## src/rtl/arp_reply_tx_pkg.sv

```systemverilog
// Shared ARP constants, FSM state type and byte-extract helpers.
// Used by the reply transmitter and the request detector.
package arp_reply_tx_pkg;

    localparam logic [15:0] ARP_ETHERTYPE = 16'h0806;
    localparam logic [15:0] HTYPE_ETH     = 16'h0001;
    localparam logic [15:0] PTYPE_IPV4    = 16'h0800;
    localparam logic [7:0]  HLEN          = 8'd6;
    localparam logic [7:0]  PLEN          = 8'd4;
    localparam logic [15:0] OP_REQ        = 16'd1;
    localparam logic [15:0] OP_REPLY      = 16'd2;
    localparam int          ARP_FRAME_LEN = 42;
    localparam int          ETH_MIN_LEN   = 60;

    typedef enum logic [1:0] {
        ST_IDLE,
        ST_SEND,
        ST_PAD,
        ST_GAP
    } state_t;

    // k = 0 selects the most significant (first transmitted) byte
    function automatic logic [7:0] mac_byte(input logic [47:0] v,
                                            input logic [5:0]  k);
        return 8'(v >> (8 * (5 - int'(k))));
    endfunction

    function automatic logic [7:0] ip_byte(input logic [31:0] v,
                                           input logic [5:0]  k);
        return 8'(v >> (8 * (3 - int'(k))));
    endfunction

endpackage

```

## src/rtl/arp_reply_tx_byte_sel.sv

```systemverilog
// Maps a frame byte index plus the frozen address fields to the
// byte transmitted at that index; indices past the ARP body are pad.
module arp_reply_tx_byte_sel
    import arp_reply_tx_pkg::*;
(
    input  logic [5:0]  i_idx,
    input  logic [47:0] i_src_mac,
    input  logic [31:0] i_src_ip,
    input  logic [47:0] i_my_mac,
    input  logic [31:0] i_my_ip,
    output logic [7:0]  o_byte
);

    always_comb begin
        o_byte = 8'h00;
        unique case (1'b1)
            (i_idx inside {[6'd0:6'd5]}):
                o_byte = mac_byte(i_src_mac, i_idx);
            (i_idx inside {[6'd6:6'd11]}):
                o_byte = mac_byte(i_my_mac, i_idx - 6'd6);
            (i_idx inside {[6'd12:6'd13]}):
                o_byte = i_idx[0] ? ARP_ETHERTYPE[7:0]
                                  : ARP_ETHERTYPE[15:8];
            (i_idx inside {[6'd14:6'd15]}):
                o_byte = i_idx[0] ? HTYPE_ETH[7:0] : HTYPE_ETH[15:8];
            (i_idx inside {[6'd16:6'd17]}):
                o_byte = i_idx[0] ? PTYPE_IPV4[7:0] : PTYPE_IPV4[15:8];
            (i_idx == 6'd18):
                o_byte = HLEN;
            (i_idx == 6'd19):
                o_byte = PLEN;
            (i_idx inside {[6'd20:6'd21]}):
                o_byte = i_idx[0] ? OP_REPLY[7:0] : OP_REPLY[15:8];
            (i_idx inside {[6'd22:6'd27]}):
                o_byte = mac_byte(i_my_mac, i_idx - 6'd22);
            (i_idx inside {[6'd28:6'd31]}):
                o_byte = ip_byte(i_my_ip, i_idx - 6'd28);
            (i_idx inside {[6'd32:6'd37]}):
                o_byte = mac_byte(i_src_mac, i_idx - 6'd32);
            (i_idx inside {[6'd38:6'd41]}):
                o_byte = ip_byte(i_src_ip, i_idx - 6'd38);
            default:
                o_byte = 8'h00;
        endcase
    end

endmodule

```

## src/rtl/arp_reply_tx.sv

```systemverilog
// ARP reply serialiser: captures a detected request and streams the
// reply frame one byte per accepted beat, then holds off for the IFG.
module arp_reply_tx
    import arp_reply_tx_pkg::*;
#(
    parameter bit PAD_EN     = 1'b1,
    parameter int IFG_CYCLES = 12
)
(
    input  logic        clk,
    input  logic        areset_n,
    input  logic [47:0] my_mac,
    input  logic [31:0] my_ip,
    input  logic        arp_send,
    input  logic [47:0] source_mac,
    input  logic [31:0] source_ip,
    input  logic        tx_ready,
    output logic        tx_valid,
    output logic [7:0]  tx_data,
    output logic        tx_last,
    output logic        busy,
    output logic [7:0]  drop_cnt
);

    localparam logic [5:0] LAST_IDX = PAD_EN ? 6'(ETH_MIN_LEN - 1)
                                             : 6'(ARP_FRAME_LEN - 1);
    localparam logic [15:0] GAP_INIT = (IFG_CYCLES > 0)
                                     ? 16'(IFG_CYCLES - 1) : 16'd0;

    state_t      r_state;
    logic [5:0]  r_idx;
    logic [15:0] r_gap;
    logic        r_arp_send_d;
    logic [47:0] r_src_mac;
    logic [31:0] r_src_ip;
    logic [47:0] r_my_mac;
    logic [31:0] r_my_ip;
    logic        r_tx_valid;
    logic [7:0]  r_tx_data;
    logic        r_tx_last;
    logic        r_busy;
    logic [7:0]  r_drop;

    logic        w_trig;
    logic        w_acc;
    logic        w_idle;
    logic [5:0]  w_idx_nxt;
    logic [5:0]  w_sel_idx;
    logic [47:0] w_src_mac;
    logic [31:0] w_src_ip;
    logic [47:0] w_my_mac;
    logic [31:0] w_my_ip;
    logic [7:0]  w_byte;

    assign w_trig    = arp_send & ~r_arp_send_d;
    assign w_acc     = r_tx_valid & tx_ready;
    assign w_idle    = (r_state == ST_IDLE);
    assign w_idx_nxt = r_idx + 6'd1;

    // In IDLE the selector looks at live inputs so byte 0 is ready
    // on the very edge that captures them.
    assign w_sel_idx = w_idle ? 6'd0 : w_idx_nxt;
    assign w_src_mac = w_idle ? source_mac : r_src_mac;
    assign w_src_ip  = w_idle ? source_ip  : r_src_ip;
    assign w_my_mac  = w_idle ? my_mac     : r_my_mac;
    assign w_my_ip   = w_idle ? my_ip      : r_my_ip;

    arp_reply_tx_byte_sel u_byte_sel (
        .i_idx     (w_sel_idx),
        .i_src_mac (w_src_mac),
        .i_src_ip  (w_src_ip),
        .i_my_mac  (w_my_mac),
        .i_my_ip   (w_my_ip),
        .o_byte    (w_byte)
    );

    always_ff @(posedge clk or negedge areset_n) begin
        if (!areset_n) begin
            r_state      <= ST_IDLE;
            r_idx        <= 6'd0;
            r_gap        <= 16'd0;
            r_arp_send_d <= 1'b0;
            r_src_mac    <= 48'd0;
            r_src_ip     <= 32'd0;
            r_my_mac     <= 48'd0;
            r_my_ip      <= 32'd0;
            r_tx_valid   <= 1'b0;
            r_tx_data    <= 8'h00;
            r_tx_last    <= 1'b0;
            r_busy       <= 1'b0;
            r_drop       <= 8'd0;
        end else begin
            r_arp_send_d <= arp_send;
            if (w_trig && !w_idle && r_drop != 8'hFF)
                r_drop <= r_drop + 8'd1;
            unique case (r_state)
                ST_IDLE: begin
                    if (w_trig) begin
                        r_src_mac  <= source_mac;
                        r_src_ip   <= source_ip;
                        r_my_mac   <= my_mac;
                        r_my_ip    <= my_ip;
                        r_idx      <= 6'd0;
                        r_tx_valid <= 1'b1;
                        r_tx_data  <= w_byte;
                        r_tx_last  <= 1'b0;
                        r_busy     <= 1'b1;
                        r_state    <= ST_SEND;
                    end
                end
                ST_SEND, ST_PAD: begin
                    if (w_acc) begin
                        if (r_idx == LAST_IDX) begin
                            r_tx_valid <= 1'b0;
                            r_tx_data  <= 8'h00;
                            r_tx_last  <= 1'b0;
                            if (IFG_CYCLES == 0) begin
                                r_busy  <= 1'b0;
                                r_state <= ST_IDLE;
                            end else begin
                                r_gap   <= GAP_INIT;
                                r_state <= ST_GAP;
                            end
                        end else begin
                            r_idx     <= w_idx_nxt;
                            r_tx_data <= w_byte;
                            r_tx_last <= (w_idx_nxt == LAST_IDX);
                            if (w_idx_nxt >= 6'(ARP_FRAME_LEN))
                                r_state <= ST_PAD;
                        end
                    end
                end
                ST_GAP: begin
                    if (r_gap == 16'd0) begin
                        r_busy  <= 1'b0;
                        r_state <= ST_IDLE;
                    end else begin
                        r_gap <= r_gap - 16'd1;
                    end
                end
                default: r_state <= ST_IDLE;
            endcase
        end
    end

    assign tx_valid = r_tx_valid;
    assign tx_data  = r_tx_data;
    assign tx_last  = r_tx_last;
    assign busy     = r_busy;
    assign drop_cnt = r_drop;

endmodule

```

## config.mk

```make
export PLATFORM = sky130hd
export DESIGN_NAME = arp_reply_tx
export DESIGN_NICKNAME = d
export VERILOG_FILES = /design/src/rtl/arp_reply_tx_pkg.sv /design/src/rtl/arp_reply_tx_byte_sel.sv /design/src/rtl/arp_reply_tx.sv
export SDC_FILE = /design/constraint.sdc
export NUM_CORES = 1
export LEC_CHECK = 0
export CAP_MARGIN = 10
export CORE_ASPECT_RATIO = 0.7
export CORE_UTILIZATION = 42
export DETAILED_ROUTE_END_ITERATION = 8
export GPL_TIMING_DRIVEN = 1
export PLACE_DENSITY = 0.74
export SYNTH_ARGS = -nofsm -noshare
export SYNTH_HDL_FRONTEND = slang
export SYNTH_SLANG_ARGS = --single-unit
```

## constraint.sdc

```tcl
create_clock -name clk -period 4.8 [get_ports clk]
set_clock_uncertainty 0.05 [all_clocks]
set_input_delay 0.48 -clock clk [delete_from_list [all_inputs] [get_ports clk]]
set_output_delay 0.48 -clock clk [all_outputs]
set_load 0.1 [all_outputs]
```

### Word level (Yosys, flattened, before mapping)

Index checks and enable logic that the tools add are counted.

* logic and storage cells: 136
* input bits: 164
* output and inout port bits: 19
* flip-flop bits (word level): 204

* add/sub/neg operators: 14
* eq/ne operators: 15
* mux-type cells: 38
* bitwise operators: 3
* reductions and logical operators: 26
* order comparisons: 21
* shift operators: 6

Operator list (count)
* 48-bit by 32-bit >> shifter with 8-bit output: 4
* 48-bit two-way mux: 2
* 8-bit case mux with 12 select lines: 1
* 32-bit two-way mux: 2
* 32-bit by 32-bit >> shifter with 8-bit output: 2
* 16-bit two-way mux: 3
* 16-bit case mux with 2 select lines: 1
* 3-bit by 6-bit subtractor with 7-bit output, first input constant: 4
* 6-bit by 5-bit greater-or-equal comparator with 1-bit output, second input constant: 4
* 6-bit by 5-bit <= comparator with 1-bit output, second input constant: 4
* 6-bit two-way mux: 4
* 8-bit two-way mux: 3
* 6-bit greater-or-equal comparator, second input constant: 3
* 6-bit by 4-bit <= comparator with 1-bit output, second input constant: 3
* 16-bit zero test: 1
* 8-bit case mux with 2 select lines: 1
* 4-bit AND reduction: 4
* 16-bit by 1-bit subtractor with 16-bit output, second input constant: 1
* 2-bit by 6-bit subtractor with 7-bit output, first input constant: 2
* 6-bit by 5-bit equality test with 1-bit output, second input constant: 2
* 6-bit equality test, second input constant: 2
* 6-bit by 4-bit greater-or-equal comparator with 1-bit output, second input constant: 2
* 6-bit <= comparator, second input constant: 2
* 1-bit logical AND: 12
* 27 further kinds: 54

### Depth between registers and ports, before layout

Gate-level depths: netlist of run 1.

* depth after elaboration: 9
* gate-level depth with buffers: 22
* gate-level depth less buffers: 13

### By module

A second synthesis of run 1 with hierarchy kept.

* cells, all modules: 953
* area, all modules: 11957.7 µm²

Modules (own cells, without submodules)
* arp_reply_tx: cells an instance 765, area each 10179.8 µm², instances 1, seq. area each 5104.9 µm²
* arp_reply_tx_byte_sel: cells an instance 188, area each 1778.0 µm², instances 1, seq. area each 0.0 µm²

### Worst setup path before layout of run 1

No wires, ideal clock.

* path type: register to register
* start: reg r_idx[0]
* end: reg r_tx_data[6] (netlist: tx_data[6])
* path slack: 0.220 ns
* cell stages (with the launch flop): 22
* path buffers: 8
* library setup time: 0.079 ns
* clock period less this slack: 4.580 ns
* data required time: 4.671 ns
* data arrival time: 4.451 ns
* cell sequence: dfrtp_1 buf_2 buf_4 buf_4 buf_2 buf_2 inv_1 ha_1 buf_2 or2_2 clkbuf_1 inv_1 ha_1 clkbuf_1 xnor2_1 ha_1 a21oi_1 nor2_1 nand3_1 or4b_2 a21oi_1 a2bb2oi_1

* cells in the longest elaborated chain, start to end: 9
* elaborated cells on any way between the ends: 57
* classes of those cells: 12 x add/sub; 20 x order compare; 3 x eq/ne; 6 x shift; 6 x mux; 10 x reduce/logical

RTL lines
* start, declared: line arp_reply_tx.sv:31 `logic [5:0] r_idx;`
* start signal, assigned: line arp_reply_tx.sv:125 `r_idx <= w_idx_nxt;`
* 6-bit by 1-bit adder with 6-bit output: line arp_reply_tx.sv:58 `assign w_idx_nxt = r_idx + 6'd1;`
* 6-bit two-way mux: line arp_reply_tx.sv:62 `assign w_sel_idx = w_idle ? 6'd0 : w_idx_nxt;`
* 6-bit subtractor, or another cell as far along: line arp_reply_tx_byte_sel.sv:39 `o_byte = mac_byte(i_src_mac, i_idx - 6'd32);`
* 3-bit by 6-bit subtractor with 7-bit output / 2-bit by 6-bit subtractor with 7-bit output (equally long branches): line arp_reply_tx_pkg.sv:25, arp_reply_tx_pkg.sv:30
* 48-bit by 32-bit >> shifter with 8-bit output / 32-bit by 32-bit >> shifter with 8-bit output (equally long branches): line arp_reply_tx_pkg.sv:25, arp_reply_tx_pkg.sv:30
* 8-bit case mux with 12 select lines: line arp_reply_tx_byte_sel.sv:16 `unique case (1'b1)`
* 8-bit two-way mux: line arp_reply_tx.sv:113 `if (r_idx == LAST_IDX) begin`
* 8-bit two-way mux: line arp_reply_tx.sv:112 `if (w_acc) begin`
* 8-bit case mux with 2 select lines *: line arp_reply_tx.sv:96 `unique case (r_state)`
* end signal, assigned: line arp_reply_tx.sv:105 `r_tx_data <= w_byte;`
* end signal, assigned: line arp_reply_tx.sv:126 `r_tx_data <= w_byte;`
* end, declared: line arp_reply_tx.sv:39 `logic [7:0] r_tx_data;`

Mark *: on every way between the ends. The rest lies on a longest branch, timed or not. The select of a mux whose other input is x is not followed.
A chain may end at the register's enable or synchronous reset.

### Worst setup path in the final report of run 1

* start: reg r_idx[1]
* end: reg r_tx_data[1] (netlist: tx_data[1])

Same word-level chain as after synthesis.

==> impl_metrics.toml, run 1 <==
[routing]
viasPerCell = 5.72
vias = 7945
drt_iter0_drc = 529
wirelength_um = 28900
detail_route.wl_per_cell_um = 20.8
ant_nets = 0
dr.pass1.iters = 5
drc_errors = 0

[synth]
syn-num-nets = 1071
synthArstFlopShare_pct = 100
synthDominantCellAreaShare_pct = 47.0
ys_ff_latch = 204
postSynth.topFlopCell = "dfrtp_1"
synth_edf_count = 0
seq_area_frac_synth_pct = 47.0
syn_inst = 895
synth_cell_type_count = 82
syn_area_per_cell_um2 = 12.1
synth.top_cells.by_count = "dfrtp_1 (204), mux2_2 (163), nor2_1 (46), nand2_1 (45), a21oi_1 (36)"
yosys-top-cells-area = "dfrtp_1 (47%), mux2_2 (17%), mux4_2 (7.2%)"
ys_warn_count = 0
synth_largest_area_cell = "dfrtp_1"
synth_most_common_cell = "dfrtp_1"
synth_area_mm2 = 0.0109

[finish]
fillCellCount = 2096
layout-drive-gt1-share_pct = 25.6
multiInputGateArea_mm2 = 0.00542
regArea_mm2 = 0.00511
final_nets = 1224
syn_to_final_growth_pct = 25.5
final_cells = 1390

[power_and_ir_drop]
power.total_w = 0.00488
power_density_mw_per_mm2 = 357
ir_drop_mv = 0.298
p_leak_nw = 6.19

[clock_tree]
cts_hold_repair.buffers = 0
cts-root-buf = "clkbuf_16"
cts_sinks = 204
clk_latency_ps = 520
post_cts_buffers = 0
post_cts_resized = 0
cts_buffers = 22
htreeDepth = 1
clk_pin_slew_ps = 60
clk_path_buf_depth = 3
cts_tree = "yes"

[placed_design]
placedCellCount = 1349
port_buffers = 182
place.gp.congestion = 0.907
dp_hpwl_um = 20800

[sta]
slew_viol_final = 0
rsz0062_at_grt = "false"
hold_violations = 0
hold_ws_ps = 42.5
post-route-period-util_pct = 81.5
max_clock_freq_mhz = 256
worstMarginPinSlew_ps = 1070
fin_crit_ps = 3910
setup_viol = 0
max_slew_margin_pct = 28.5
fin_tns_setup_ps = 0

[grt]
antenna_found_initial = 2
grt_start_max_net_pins = 114
grt_overflow = 0
track_usage_pct = 22.1
grt_pass1_wl_um = 45800
grt_pass1_vias = 7985

[worst_setup_path]
max_stage_delay_ps = 750
critPathTopFamily = "simple AND/OR/NAND/NOR gates"
crit_buf_inv = 1
cp-end-kind = "flop"
crit_top_cell = "ha_1"
startpoint_type = "flop"
crit_arrival_ps = 4300
crit_chain = "ha_2 > or2_2 > inv_1 > ha_1 > xnor2_1 > ha_1 > a21oi_1 > nor2_1 > nand2_1 > or4b_2 > a32oi_1"
worstSetupPathType = "flop to flop"
worst_ep_required_time_ps = 5190
crit_slowest_cell = "or4b_2"
path_max_fanout = 15

[floorplan]
dieArea_mm2 = 0.0265
core-area_mm2 = 0.0250
std_cell_rows = 48
initial_core_util_pct = 43.4
ios = 183
die_w_um = 194
die_h_um = 137

[status]
outcome = "completed"

[worst_hold_path]
hold_path_class = "input pin to async pin"

[job]
cap_violations = 0
per-stage QoR:
step | setup slack, ps | util [%] | instance area, µm²
after floorplan | 220 | - | 10900
after global placement | 1050 | 51.6 | 12900
after detailed placement | 947 | 51.6 | 12900
after CTS | 929 | 54.5 | 13600
after global routing | 640 | 54.5 | 13600
final | 890 | 54.5 | 13700
final timing paths:
check	end	depth (start not counted)	slack, ps	start
worst max-delay path	tx_data[1]	11	890	r_idx[1]
worst min-delay path	drop_cnt[2]	1	40	areset_n
worst max register to register	tx_data[1]	11	890	r_idx[1]
worst min register to register	r_src_mac[19]	1	450	r_src_mac[19]
max in group asynchronous	tx_data[0]	2	3550	areset_n
min in group clk	r_arp_send_d	1	430	arp_send
where the power goes:
part / internal, W / switching, W
sequential: 0.00181 / 0.0000728
combinational: 0.000535 / 0.000735
clock: 0.00102 / 0.000704
total: 0.00336 / 0.00151
layer usage:
metal | up-vias | routed length [µm] | track usage, %
li1 | 3639 | - | -
met1 | 4031 | 13500 | 32.2
met2 | 232 | 12900 | 33.9
met3 | 41 | 2050 | 5.32
met4 | 2 | 422 | 3.75
met5 | - | 14 | 0
sequential cells by signal (all words and copies together), names as in the netlist:
signal / count
r_my_mac: 48
r_src_mac: 48
r_my_ip: 32
r_src_ip: 32
r_gap: 16
drop_cnt: 8
tx_data: 8
r_idx: 6
r_state: 2
busy: 1
r_arp_send_d: 1
tx_last: 1
tx_valid: 1
logic make-up (layout without fill, tap and decap cells):
logic type	after synthesis	count (layout)	share of synthesized area, %
DFF	204	204	47.0
xor gates and xnor gates	27	27	2.24
adders and majority gates	12	12	1.38
muxes	225	225	26.6
other	0	1	0
and+or+nand+nor	197	197	9.74
AOI/OAI and AO/OA	147	147	9.71
buffers and inverters	83	252	3.36
placed cells by master, fill, tap and decap left out, types with 3 or more instances in the layout:
master / n
and3_1: 6
clkbuf_1: 6
nor4_1: 4
o22ai_1: 3
nand4_1: 6
o311ai_0: 3
clkbuf_8: 7
clkinv_2: 4
or4_1: 14
nor2b_1: 12
a32oi_1: 10
inv_1: 17
o31a_1: 8
o31ai_1: 4
mux2i_1: 27
a21bo_2: 3
o21ai_0: 27
and2_1: 4
a21o_1: 4
nand2_1: 44
a211oi_1: 5
nand3_1: 16
a22o_1: 5
buf_4: 13
dfrtp_1: 203
a21oi_1: 36
a22oi_1: 5
a21boi_0: 3
ha_1: 10
nor2_1: 46
clkdlybuf4s50_1: 181
nor3_1: 15
or4b_2: 3
or3_1: 3
mux4_2: 35
xor2_1: 7
xnor2_1: 19
clkbuf_16: 23
mux2_2: 163
area by class of cell:
class                   instances  share of cell area, %
repair buffers                195                   14.1
diodes                          1                 0.0183
well taps                     325                   2.98
inverters                      17                  0.467
clock inverters                 5                  0.367
multi-input cells             608                   39.7
flip-flops and latches        204                   37.4
clock buffers                  35                   4.99
Power figures use the tool's default switching activity.
==> run 2: changes to the inputs <==
==> constraint.sdc (replaced) <==
create_clock -name clk -period 3.25 [get_ports clk]
set_clock_uncertainty 0.05 [all_clocks]
set_input_delay 0.325 -clock clk [delete_from_list [all_inputs] [get_ports clk]]
set_output_delay 0.325 -clock clk [all_outputs]
set_load 0.1 [all_outputs]
==> impl_metrics.toml, run 2 (synthesis results as in run 1) <==
[placed_design]
port_buffers = 182
place.gp.congestion = 0.945
place_area_mm2 = 0.0134
dp_hpwl_um = 21600

[sta]
fin_crit_ps = 3180
worstMarginPinSlew_ps = 1150
slew_viol_final = 0
rsz0062_at_grt = "true"
hold_violations = 0
max_clock_freq_mhz = 315
max_slew_margin_pct = 23.6
setup_viol = 0
post-route-period-util_pct = 97.8
fin_tns_setup_ps = 0

[worst_setup_path]
startpoint_type = "flop"
max_stage_delay_ps = 520
crit_chain = "inv_4 > ha_4 > or2_4 > clkinv_4 > ha_4 > nand2_4 > o311a_4 > a211oi_4 > o2111ai_4 > buf_6 > or4_4 > a32oi_2"
cp-end-kind = "flop"
worstSetupPathType = "flop to flop"
crit_arrival_ps = 3570
crit_top_cell = "ha_4"
path_max_fanout = 7
crit_slowest_cell = "dfrtp_4"
worst_ep_required_time_ps = 3640

[routing]
viasPerCell = 5.63
vias = 8123
detail_route.wl_per_cell_um = 20.6
wirelength_um = 29700
dr.pass1.iters = 4
drc_errors = 0
ant_nets = 0
drt_iter0_drc = 483

[finish]
syn_to_final_growth_pct = 31.1
largestRegisters = "r_my_mac: 48 flops, r_src_mac: 48 flops"
final_nets = 1277
postLayoutCellArea_mm2 = 0.0143
final_common_cell = "dfrtp_1"
layout_common_cells = "dfrtp_1 (203), clkdlybuf4s50_1 (174), mux2_2 (163), buf_4 (64), nor2_1 (44)"
layout-drive-gt1-share_pct = 31.5

[power_and_ir_drop]
power_density_mw_per_mm2 = 518
ir_drop_mv = 0.383
p_leak_nw = 6.51

[grt]
met1_usage_pct = 32.8
grt_pass1_wl_um = 47100
track_usage_pct = 22.7
grtUsageMet3_pct = 5.45
antenna_found_initial = 2
grt_pass1_vias = 8326
busiest_layer = "met2"
grt_start_max_net_pins = 162
met2_usage_pct = 34.6
grt_overflow = 0

[job]
cap_violations = 0

[floorplan]
ios = 183
std_cell_rows = 48
dieArea_mm2 = 0.0265
die_w_um = 194
core-area_mm2 = 0.0250
initial_core_util_pct = 43.4
die_h_um = 137

[clock_tree]
cts-root-buf = "clkbuf_16"
cts_sinks = 204
clk_path_buf_depth = 3
cts_buffers = 22
clk_latency_ps = 510
htreeDepth = 1
clk_pin_slew_ps = 60
cts_tree = "yes"

[status]
outcome = "completed"

[worst_hold_path]
hold_path_class = "input pin to flop"
run 2: changes by cell type in the layout (fill, tap and decap cells not counted), moves of 3 or more:
| cell | before | now |
|---|---|---|
| buf_6 | 0 | 3 |
| clkdlybuf4s50_1 | 181 | 174 |
| buf_4 | 13 | 64 |
| buf_12 | 0 | 4 |
| xnor2_1 | 19 | 16 |
| ha_1 | 10 | 6 |
| ha_4 | 0 | 3 |
run 2: area by class of cell:
class                      count  area (µm²)
antenna                        1        2.50
clock buffer                  32         648
clock inverter                 7        71.3
fill                        2088       10800
inverter                      17        71.3
multi-input combinational    608        5570
sequential                   204        5110
tap                          325         407
timing repair buffer         248        2370
run 2: power breakdown:
group	internal, W	total [W]	switching, W
clock	0.00146	0.00249	0.00103
sequential	0.00267	0.00277	0.000106
combinational	0.000940	0.00212	0.00118
total	0.00507	0.00738	0.00231
run 2: path summary, 6_finish.rpt:
check	to	slack (ps)	startpoint	depth (start not counted)
max in group asynchronous	r_my_ip[17]	1940	areset_n	3
min in group asynchronous	drop_cnt[6]	400	areset_n	2
setup / recovery	tx_data[2]	70	r_idx[0]	12
hold reg to reg	r_my_mac[38]	450	r_my_mac[38]	1
hold / removal	r_arp_send_d	270	arp_send	1
setup reg to reg	tx_data[2]	70	r_idx[0]	12
run 2: metrics by stage:
step | power [W] | hold WS, ps | util (%) | instances | setup slack [ps]
after floorplan | 0.00421 | -20.6 | - | 895 | -519
after global placement | 0.00488 | 384 | 53.4 | 1398 | 55.5
after detailed placement | 0.00489 | 385 | 53.4 | 1398 | 4.61
after CTS | 0.00740 | 250 | 56.3 | 1438 | 15.6
after global routing | 0.00769 | 267 | 56.9 | 1441 | -81.3
final | 0.00738 | 272 | 56.9 | 1442 | 71.5
run 2: layer usage:
metal	wire [µm]	share of wire [%]
met1	13800	47
met5	15	0.051
met4	596	2.0
met2	13000	44
met3	2210	7.4
run 2: critical path: cells and delay by family, from the launching register on:
family,cells,cell delay (ps)
AOI/OAI and AO/OA,4,1130
adders and majority gates,2,390
buffers and inverters,3,310
DFF,1,520
and+or+nand+nor,3,720
run 2: timing repair:
action | CTS | global route
endpoints found under the hold margin | 80 | 0
hold buffers | 1 | 0
setup endpoints to repair | 4 | 8
pin swaps | 0 | 9
gates resized for setup | 2 | 23
buffers inserted | 0 | 3
==> run 3: changes to the inputs <==
--- a/config.mk
+++ b/config.mk
@@ -5,6 +5,7 @@
 export SDC_FILE = /design/constraint.sdc
 export NUM_CORES = 1
 export LEC_CHECK = 0
+export ABC_AREA = 1
 export CAP_MARGIN = 10
 export CORE_ASPECT_RATIO = 0.7
 export CORE_UTILIZATION = 42
==> impl_metrics.toml, run 3 <==
[status]
outcome = "completed"

[power_and_ir_drop]
combPwrFrac_pct = 11.6
swShare_pct = 25.9
p_leak_nw = 6.74
p_sw_w = 0.00153
pwr-share-seq_pct = 44.4
power_density_mw_per_mm2 = 418
clockPowerShare_pct = 44.0
ir_drop_mv = 0.415
intPower_w = 0.00438

[finish]
largestRegisters = "r_my_mac: 48 flops, r_src_mac: 48 flops"
fillCellCount = 2421
layout_common_cells = "nand2_1 (263), dfrtp_1 (203), clkdlybuf4s50_1 (170), o21ai_0 (157), inv_1 (152)"
final_nets = 1734
regArea_mm2 = 0.00511
multiInputGateArea_mm2 = 0.00516
final_common_cell = "nand2_1"
layout-drive-gt1-share_pct = 10.8
final_util_pct = 54.6
syn_to_final_growth_pct = 26.6

[floorplan]
die_w_um = 197
die_h_um = 138
initial_core_util_pct = 43.1
std_cell_rows = 49
core-area_mm2 = 0.0259
dieArea_mm2 = 0.0272
ios = 183

[sta]
max_slew_margin_pct = 33.3
setup_viol = 0
max_clock_freq_mhz = 342
post-route-period-util_pct = 89.9
worstMarginPinSlew_ps = 998
slew_viol_final = 0
fin_tns_setup_ps = 0
fin_crit_ps = 2920
rsz0062_at_grt = "false"
hold_violations = 0

[routing]
viasPerCell = 5.41
ant_nets = 0
dr.pass1.iters = 5
wirelength_um = 34700
vias = 10400
detail_route.wl_per_cell_um = 18.0
drc_errors = 0
drt_iter0_drc = 1033

[worst_hold_path]
min_path_cells = 3
hold_path_class = "input pin to flop"
hp-start = "source_ip[21]"
holdPathEnd = "r_src_ip[21]"

[grt]
grt_pass1_wl_um = 55200
antenna_found_initial = 1
grt_start_max_net_pins = 141
track_usage_pct = 25.6
grt_overflow = 0
grt_pass1_vias = 9867

[placed_design]
port_buffers = 182
place.gp.congestion = 0.962
dp_hpwl_um = 25000

[synth]
seq_area_frac_synth_pct = 45.7
syn_inst = 1397
synth.top_cells.by_count = "nand2_1 (264), dfrtp_1 (204), o21ai_0 (157), inv_1 (152), nor2_1 (146)"
synth_edf_count = 0
ys_ff_latch = 204
synth_most_common_cell = "nand2_1"
synthDominantCellAreaShare_pct = 45.7
synthArstFlopShare_pct = 100
synth_largest_area_cell = "dfrtp_1"
synth_cell_type_count = 41
syn_area_per_cell_um2 = 7.99
ys_warn_count = 0
yosys-top-cells-area = "dfrtp_1 (46%), nand2_1 (8.9%), o21ai_0 (7.0%)"
postSynth.topFlopCell = "dfrtp_1"
syn-num-nets = 1573
synth_area_mm2 = 0.0112

[clock_tree]
clk_path_buf_depth = 3
clk_pin_slew_ps = 70
cts-root-buf = "clkbuf_16"
cts_sinks = 204
cts_tree = "yes"
clk_latency_ps = 510
htreeDepth = 1
post_cts_buffers = 0
cts_buffers = 22

[worst_setup_path]
startpoint_type = "flop"
path_max_fanout = 8
r2r_end = "tx_data[1]"
worstSetupPathType = "flop to flop"
cp-end-kind = "flop"
rr_worst_depth = 19
crit_arrival_ps = 3330
r2r_start = "r_idx[1]"
worst_ep_required_time_ps = 3660
rrSetupSlack_ps = 330

[job]
cap_violations = 0
==> run 3: cell count changes after synthesis, moves of 83 or more <==
| cell | change |
|---|---|
| nand2_1 | +219 |
| inv_1 | +135 |
| o21ai_0 | +130 |
| mux2_2 | -110 |
| nor2_1 | +100 |
| a21oi_1 | +83 |
==> run 3: final cells by class <==
cell class                 count  share of cell area, %
antenna                        2                 0.0354
clock inverter                 9                  0.921
multi-input combinational    957                   36.5
clock buffer                  26                   4.22
sequential                   204                   36.1
tap                          357                   3.16
inverter                     163                   4.33
timing repair buffer         210                   14.7
==> run 3: per-stage QoR <==
| stage | instance area (µm²) | worst slack, ps | std cells | total power [W] | hold slack (ps) |
|---|---|---|---|---|---|
| 3_3_place_gp | 13400 | 381 | 1890 | 0.00336 | 398 |
| 5_1_grt | 14100 | 19.4 | 1927 | 0.00608 | 357 |
| 6_report | 14100 | 329 | 1928 | 0.00591 | 336 |
| 2_1_floorplan | 11200 | 54.2 | 1397 | 0.00298 | -20.6 |
| 4_1_cts | 14100 | 264 | 1926 | 0.00595 | 335 |
| 3_5_place_dp | 13400 | 272 | 1890 | 0.00336 | 400 |
==> run 3: timing repair <==
action / in CTS / in global routing
endpoints found under the hold margin: 87 / 0
resized for setup: 0 / 3
hold buffers: 1 / 0
setup endpoints to repair: 0 / 8
==> run 3: how the worst max path moves through the flow <==
stage	start	endpoint	slack [ps]	depth (start not counted)
2_1_floorplan	r_idx[0]	tx_data[0]	50	21
3_3_place_gp	r_idx[0]	tx_data[6]	380	19
3_5_place_dp	r_idx[0]	tx_data[1]	270	19
4_1_cts	r_idx[0]	tx_data[6]	260	20
5_1_grt	r_idx[1]	tx_data[1]	20	21
6_report	r_idx[1]	tx_data[1]	330	19
==> run 3: cell families after synthesis <==
logic type | synth area share (%)
mux | 5.35
simple gates | 19.9
fa+ha+maj | 1.35
buf+inv | 8.39
compound gates | 18.2
flops | 45.7
xor+xnor | 1.09
==> run 3: layer usage <==
layer,GRT usage [%],share of wire (%),vias up
li1,-,-,4957
met1,39.8,47,4994
met2,35.4,41,434
met3,5.95,9.3,51
met4,6.49,2.3,0
met5,0,0,-
==> run 3: worst max-delay path: stages, from the launching register on <==
cell and delay, ps:
dfrtp_1 470, ha_4 220, nor2_1 180, nor2_4 80
nand2_2 80, clkinv_1 90, ha_1 240, nand2_1 110
nand2_2 120, ha_1 310, nand2_1 50, nor2_1 90
nand2_1 100, nor2_4 190, nand3_1 110, nor2_1 120
nor2_1 50, nand3_1 70, nand2_1 60, nand2_1 60
==> run 3: power groups by stage <==
stage	Clock, W	Sequential (W)	Combinational, W
final	0.00260	0.00262	0.000684
after detailed placement	0	0.00267	0.000687
after global routing	0.00273	0.00263	0.000722
after CTS	0.00263	0.00262	0.000691
after global placement	0	0.00267	0.000687
after floorplan	0	0.00292	0.0000653
